[src/rtl/arm_pkg.sv]
// Shared definitions for the ARM block-transfer datapath.
// Holds the sequencer state encoding and the word size.
package arm_pkg;

    localparam int unsigned WORD_BYTES = 4;

    typedef enum logic [1:0] {
        StIdle,
        StXfer,
        StWb,
        StDone
    } seq_state_e;

endpackage

[src/rtl/prio_enc16.sv]
// Lowest-set-bit priority encoder over a 16-bit vector.
// valid_o is low when no bit is set; idx_o is then 0.
module prio_enc16 (
    input  logic [15:0] in_i,
    output logic [3:0]  idx_o,
    output logic        valid_o
);

    // Scanning downwards lets the lowest set bit win.
    always_comb begin
        idx_o = '0;
        for (int i = 15; i >= 0; i--) begin
            if (in_i[i]) begin
                idx_o = 4'(i);
            end
        end
    end

    assign valid_o = |in_i;

endmodule

[src/rtl/ldm_stm_seq.sv]
// LDM/STM block-transfer sequencer: walks the register list lowest-first,
// issuing one memory beat per register, then optionally writes back the base.
module ldm_stm_seq
    import arm_pkg::*;
(
    input  logic        clk,
    input  logic        rst_n,
    input  logic        start,
    input  logic        is_load,
    input  logic        up,
    input  logic        pre,
    input  logic        wb,
    input  logic [3:0]  rn,
    input  logic [15:0] reglist,
    input  logic [31:0] base,
    output logic        busy,
    output logic        done,
    output logic        mem_req,
    output logic        mem_we,
    output logic [31:0] mem_addr,
    output logic [31:0] mem_wdata,
    input  logic        mem_ready,
    input  logic [31:0] mem_rdata,
    output logic [3:0]  rf_ra,
    input  logic [31:0] rf_rd,
    output logic        rf_we,
    output logic [3:0]  rf_wa,
    output logic [31:0] rf_wd,
    output logic        pc_we,
    output logic [31:0] pc_wd
);

    localparam logic [31:0] Step = 32'(WORD_BYTES);

    seq_state_e  state_q, state_d;
    logic [15:0] list_q, list_d;
    logic [3:0]  rn_q, rn_d;
    logic        load_q, load_d;
    logic        wb_q, wb_d;
    logic [31:0] addr_q, addr_d;
    logic [31:0] final_q, final_d;

    logic [4:0]  n_regs;
    logic [31:0] span;
    logic [31:0] start_addr;
    logic [3:0]  cur_idx;
    logic        cur_valid;

    prio_enc16 u_prio_enc16 (
        .in_i    (list_q),
        .idx_o   (cur_idx),
        .valid_o (cur_valid)
    );

    always_comb begin
        n_regs = '0;
        for (int i = 0; i < 16; i++) begin
            n_regs = n_regs + 5'(reglist[i]);
        end
    end

    assign span = 32'(n_regs) * Step;

    // Registers always go to ascending addresses; only the lowest one moves.
    always_comb begin
        unique case ({up, pre})
            2'b10:   start_addr = base;
            2'b11:   start_addr = base + Step;
            2'b00:   start_addr = base - span + Step;
            default: start_addr = base - span;
        endcase
    end

    always_ff @(posedge clk or negedge rst_n) begin
        if (!rst_n) begin
            state_q <= StIdle;
            list_q  <= '0;
            rn_q    <= '0;
            load_q  <= 1'b0;
            wb_q    <= 1'b0;
            addr_q  <= '0;
            final_q <= '0;
        end else begin
            state_q <= state_d;
            list_q  <= list_d;
            rn_q    <= rn_d;
            load_q  <= load_d;
            wb_q    <= wb_d;
            addr_q  <= addr_d;
            final_q <= final_d;
        end
    end

    always_comb begin
        state_d   = state_q;
        list_d    = list_q;
        rn_d      = rn_q;
        load_d    = load_q;
        wb_d      = wb_q;
        addr_d    = addr_q;
        final_d   = final_q;
        done      = 1'b0;
        mem_req   = 1'b0;
        mem_we    = 1'b0;
        mem_addr  = '0;
        mem_wdata = '0;
        rf_ra     = '0;
        rf_we     = 1'b0;
        rf_wa     = '0;
        rf_wd     = '0;
        pc_we     = 1'b0;
        pc_wd     = '0;

        unique case (state_q)
            StIdle: begin
                if (start) begin
                    list_d  = reglist;
                    rn_d    = rn;
                    load_d  = is_load;
                    // A loaded base register overrides the writeback value.
                    wb_d    = wb && !(is_load && reglist[rn]);
                    addr_d  = start_addr;
                    final_d = up ? base + span : base - span;
                    state_d = (reglist == '0) ? StDone : StXfer;
                end
            end
            StXfer: begin
                mem_req   = cur_valid;
                mem_we    = !load_q;
                mem_addr  = addr_q;
                rf_ra     = cur_idx;
                mem_wdata = load_q ? '0 : rf_rd;
                if (mem_ready) begin
                    list_d = list_q & ~(16'd1 << cur_idx);
                    addr_d = addr_q + Step;
                    if (load_q) begin
                        if (cur_idx == 4'd15) begin
                            pc_we = 1'b1;
                            pc_wd = mem_rdata;
                        end else begin
                            rf_we = 1'b1;
                            rf_wa = cur_idx;
                            rf_wd = mem_rdata;
                        end
                    end
                    if (list_d == '0) begin
                        state_d = wb_q ? StWb : StDone;
                    end
                end
            end
            StWb: begin
                rf_we   = 1'b1;
                rf_wa   = rn_q;
                rf_wd   = final_q;
                state_d = StDone;
            end
            StDone: begin
                done    = 1'b1;
                state_d = StIdle;
            end
            default: state_d = StIdle;
        endcase
    end

    assign busy = (state_q != StIdle);

endmodule
[config.mk]
export PLATFORM = sky130hd
export DESIGN_NAME = ldm_stm_seq
export DESIGN_NICKNAME = d
export VERILOG_FILES = /design/src/rtl/arm_pkg.sv /design/src/rtl/prio_enc16.sv /design/src/rtl/ldm_stm_seq.sv
export SDC_FILE = /design/constraint.sdc
export NUM_CORES = 1
export LEC_CHECK = 0
export ABC_CLOCK_PERIOD_IN_PS = 3000
export BUFFER_PORTS_ARGS = -buffer_cell sky130_fd_sc_hd__buf_2
export CORE_MARGIN = 10
export CORE_UTILIZATION = 29
export DETAILED_ROUTE_END_ITERATION = 10
export PLACE_DENSITY = 0.54
export SLEW_MARGIN = 30
export SYNTH_ARGS = -nofsm -noshare
export SYNTH_HDL_FRONTEND = slang
export SYNTH_SLANG_ARGS = --single-unit
[constraint.sdc]
create_clock -name clk -period 3 [get_ports clk]
set_input_delay 0.6 -clock clk [delete_from_list [all_inputs] [get_ports clk]]
set_output_delay 0.6 -clock clk [all_outputs]
set_load 0.01 [all_outputs]
==> run metrics <==
CP arrival=6.29 ns; FF-to-FF End=state_q[1]; RSZ-0062 raised after global routing=true; Root Buffer=clkbuf_16; Reg clk slew, reported paths=0.07 ns; final-report setup violation count=131; synth warn=0; Synth Area in Compound Gates=25.7%; design area=17300 sq um; HP Class=input port to asynchronous set/reset pin; DR vias=13.0k; post-layout util=50.3%; Post-Syn Area=10100 sq um; met3 capacity usage during global routing=3.56%; fillers=3289; LEAKAGE=0.00760 uW; # rows=68; largest family of logic cells by synthesized area=simple AND/OR/NAND/NOR gates; die area=42500 sq um; Tcrit/Tclk final=200%; Hold Violations, Final=0; met2 usage=40.9%; nets=2095; Initial Util=29.3%; VDD IR-drop max=0.639 mV; Top Ports=266; Max Buffers Root-to-Sink=2; clk_skew=0.00997 ns; clk sink count=88; Post-synth EDFFs=0; detailed placement HPWL=39600 um; outcome=finished with violations; drt pass-1 iters=5; reg-to-reg critical path startpoint=list_q[9]; Die W=206 um; Clk Latency, worst-skew pair=0.36 ns; critical path fanouts, max=5; Routed WL=52500 um; synthesis-to-layout area growth=72.0%; Mapped Nets=1539; Design Power=16100 uW; asr flop ratio synth=100%; Reg2Reg Setup Slack=-0.03 ns; largest net degree at the start of global routing=71; initial antenna violation count=2; GPL Wtd Cong=1.00; critical path type=input port to flop; met1 usage=29.4%; max_slew headroom=51.1%; Slew @ Worst Pin=0.734 ns; post-synthesis xor/xnor area fraction=6.45%; placed inst area=13900 sq um; post-synthesis adder-cell area fraction=5.85%; total grt overflow=0; Setup WS pre-CTS=-3.65 ns; mux contribution to synthesized area=2.81%; synth unique cells=84; FMAX=167 MHz; PortBufs=265; ANT nets after route=0; CP startpoint kind=input port; vias per cell=5.45; min cycle time layout=6.00 ns; routed wire length per instance=21.9 um; chip height=206 um; post-synthesis sequential area ratio=21.9%; Multi-input gate area=9150 sq um; P per Cell Area=934 nW/um^2; ys flop type=dfrtp_1; Syn Inst Count=1376; Final Max Slew Viols=0; core area=34400 sq um; vias in the first global route=13.0k; Initial DRC Count=1004; synthesis-stage register bit count=88; violated checks=setup timing; # DRC=0; MaxCap Viol Count=0; gr busiest metal=met2; syn avg cell area=7.31 sq um; share of cells above drive strength 1=50.4%; H-tree depth=3; Reg2Reg Depth=17; Crit. End Element=flop; first-pass GRT wire length=78700 um; cts bufs inserted=9; TritonCTS clock tree=yes; gr usage total=23.8%; Worst Path Required=3.29 ns; minimum hold slack=0.243 ns; Final WS setup=-3.00 ns; Seq. cell area=2210 sq um; Post-Synth Simple-Gate Area=31.3%
[report_power, final]
group	switching (uW)	internal (uW)	leakage [uW]
combinational	6450	5980	0.00640
clock	510	647	0.000134
sequential	768	1800	0.00107
total	7720	8420	0.00760
[state kept, by name (all words and copies together), names as in the netlist]
register  count
addr_q       32
final_q      32
list_q       16
load_q        1
rn_q          4
state_q       2
wb_q          1
[synth_stat cells, types with 14 or more instances]
| cell | n | area (sq um) |
|---|---|---|
| nor2_1 | 106 | 398 |
| nand4_1 | 22 | 138 |
| a22oi_1 | 38 | 285 |
| xnor2_1 | 48 | 420 |
| a211oi_1 | 22 | 165 |
| clkbuf_1 | 89 | 334 |
| nor2b_1 | 39 | 244 |
| nand2_1 | 139 | 522 |
| dfrtp_1 | 88 | 2200 |
| nor4_1 | 16 | 100 |
| and2_1 | 102 | 638 |
| nor3_1 | 38 | 190 |
| and3_1 | 20 | 125 |
| a21o_1 | 14 | 105 |
| inv_1 | 53 | 199 |
| nand3_1 | 45 | 225 |
| xor2_1 | 26 | 228 |
| a21oi_1 | 84 | 420 |
| ha_1 | 27 | 338 |
| a31oi_1 | 19 | 119 |
| o21ai_0 | 117 | 586 |
[worst max path at each step]
stage / to / from
2_1_floorplan: addr_q[25] / reglist[11]
3_3_place_gp: addr_q[8] / reglist[11]
3_5_place_dp: addr_q[25] / reglist[11]
4_1_cts: addr_q[25] / reglist[9]
5_1_grt: addr_q[14] / reglist[3]
6_report: addr_q[25] / reglist[9]
[routing by layer]
layer | share of wire [%] | vias up
li1 | - | 6072
met1 | 41 | 6351
met2 | 49 | 523
met3 | 6.6 | 100
met4 | 3.4 | 0
met5 | 0 | -
[cell families after synthesis]
family	count (synthesis)
compound gates	402
xor+xnor	74
fa+ha+maj	40
buf+inv	156
flops	88
mux	21
simple gates	595
[through the flow]
stage | std cells | setup TNS [ns]
4_1_cts | 2386 | -169.44
5_1_grt | 2393 | -184.39
3_5_place_dp | 2265 | -186.52
3_3_place_gp | 2265 | -183.91
6_report | 2393 | -167.64
2_1_floorplan | 1376 | -141.20
[final cells by class]
| class | instances | share of cell area, % |
|---|---|---|
| antenna | 1 | 0.0145 |
| clock buffer | 13 | 1.39 |
| clock inverter | 3 | 0.246 |
| inverter | 55 | 1.27 |
| multi-input combinational | 1133 | 52.9 |
| sequential | 88 | 12.8 |
| tap | 455 | 3.29 |
| timing repair buffer | 645 | 28.1 |
[cells in the final DEF (no fill, tap or decap), drive strengths merged, types with 19 or more instances in the layout]
master and n:
nand3 46, xor2 26, buf 645, o21ai 122, nand2 139, and3 20
a22oi 38, ha 27, nor4 20, and2 102, xnor2 48, nor2 106
nand4 24, a211oi 23, a21oi 84, nor3 39, inv 53, dfrtp 88
nor2b 40, a31oi 19
[critical path, cell delays in order]
cell and delay, ns:
buf_8 0.08, inv_4 0.03, fa_1 0.56, fa_1 0.45
fa_2 0.58, fa_1 0.43, inv_2 0.08, ha_4 0.13
fa_2 0.46, buf_6 0.14, fa_2 0.33, or2_4 0.28
a211oi_4 0.41, o21ai_2 0.10, a222oi_1 0.35, buf_4 0.21
buf_6 0.10, and4_4 0.22, nand4_4 0.11, or3_4 0.36
and3_4 0.18, nor3_2 0.09
[timing repair]
action | 4_1_cts | 5_1_grt
hold buffers | 0 | 0
endpoints found under the hold margin | 0 | 0
gates resized for setup | 297 | 219
pin swaps | 111 | 144
cloned | 10 | 0
setup endpoints to repair | 130 | 134
setup buffers | 99 | 59
(Power assumes the default switching activity.)
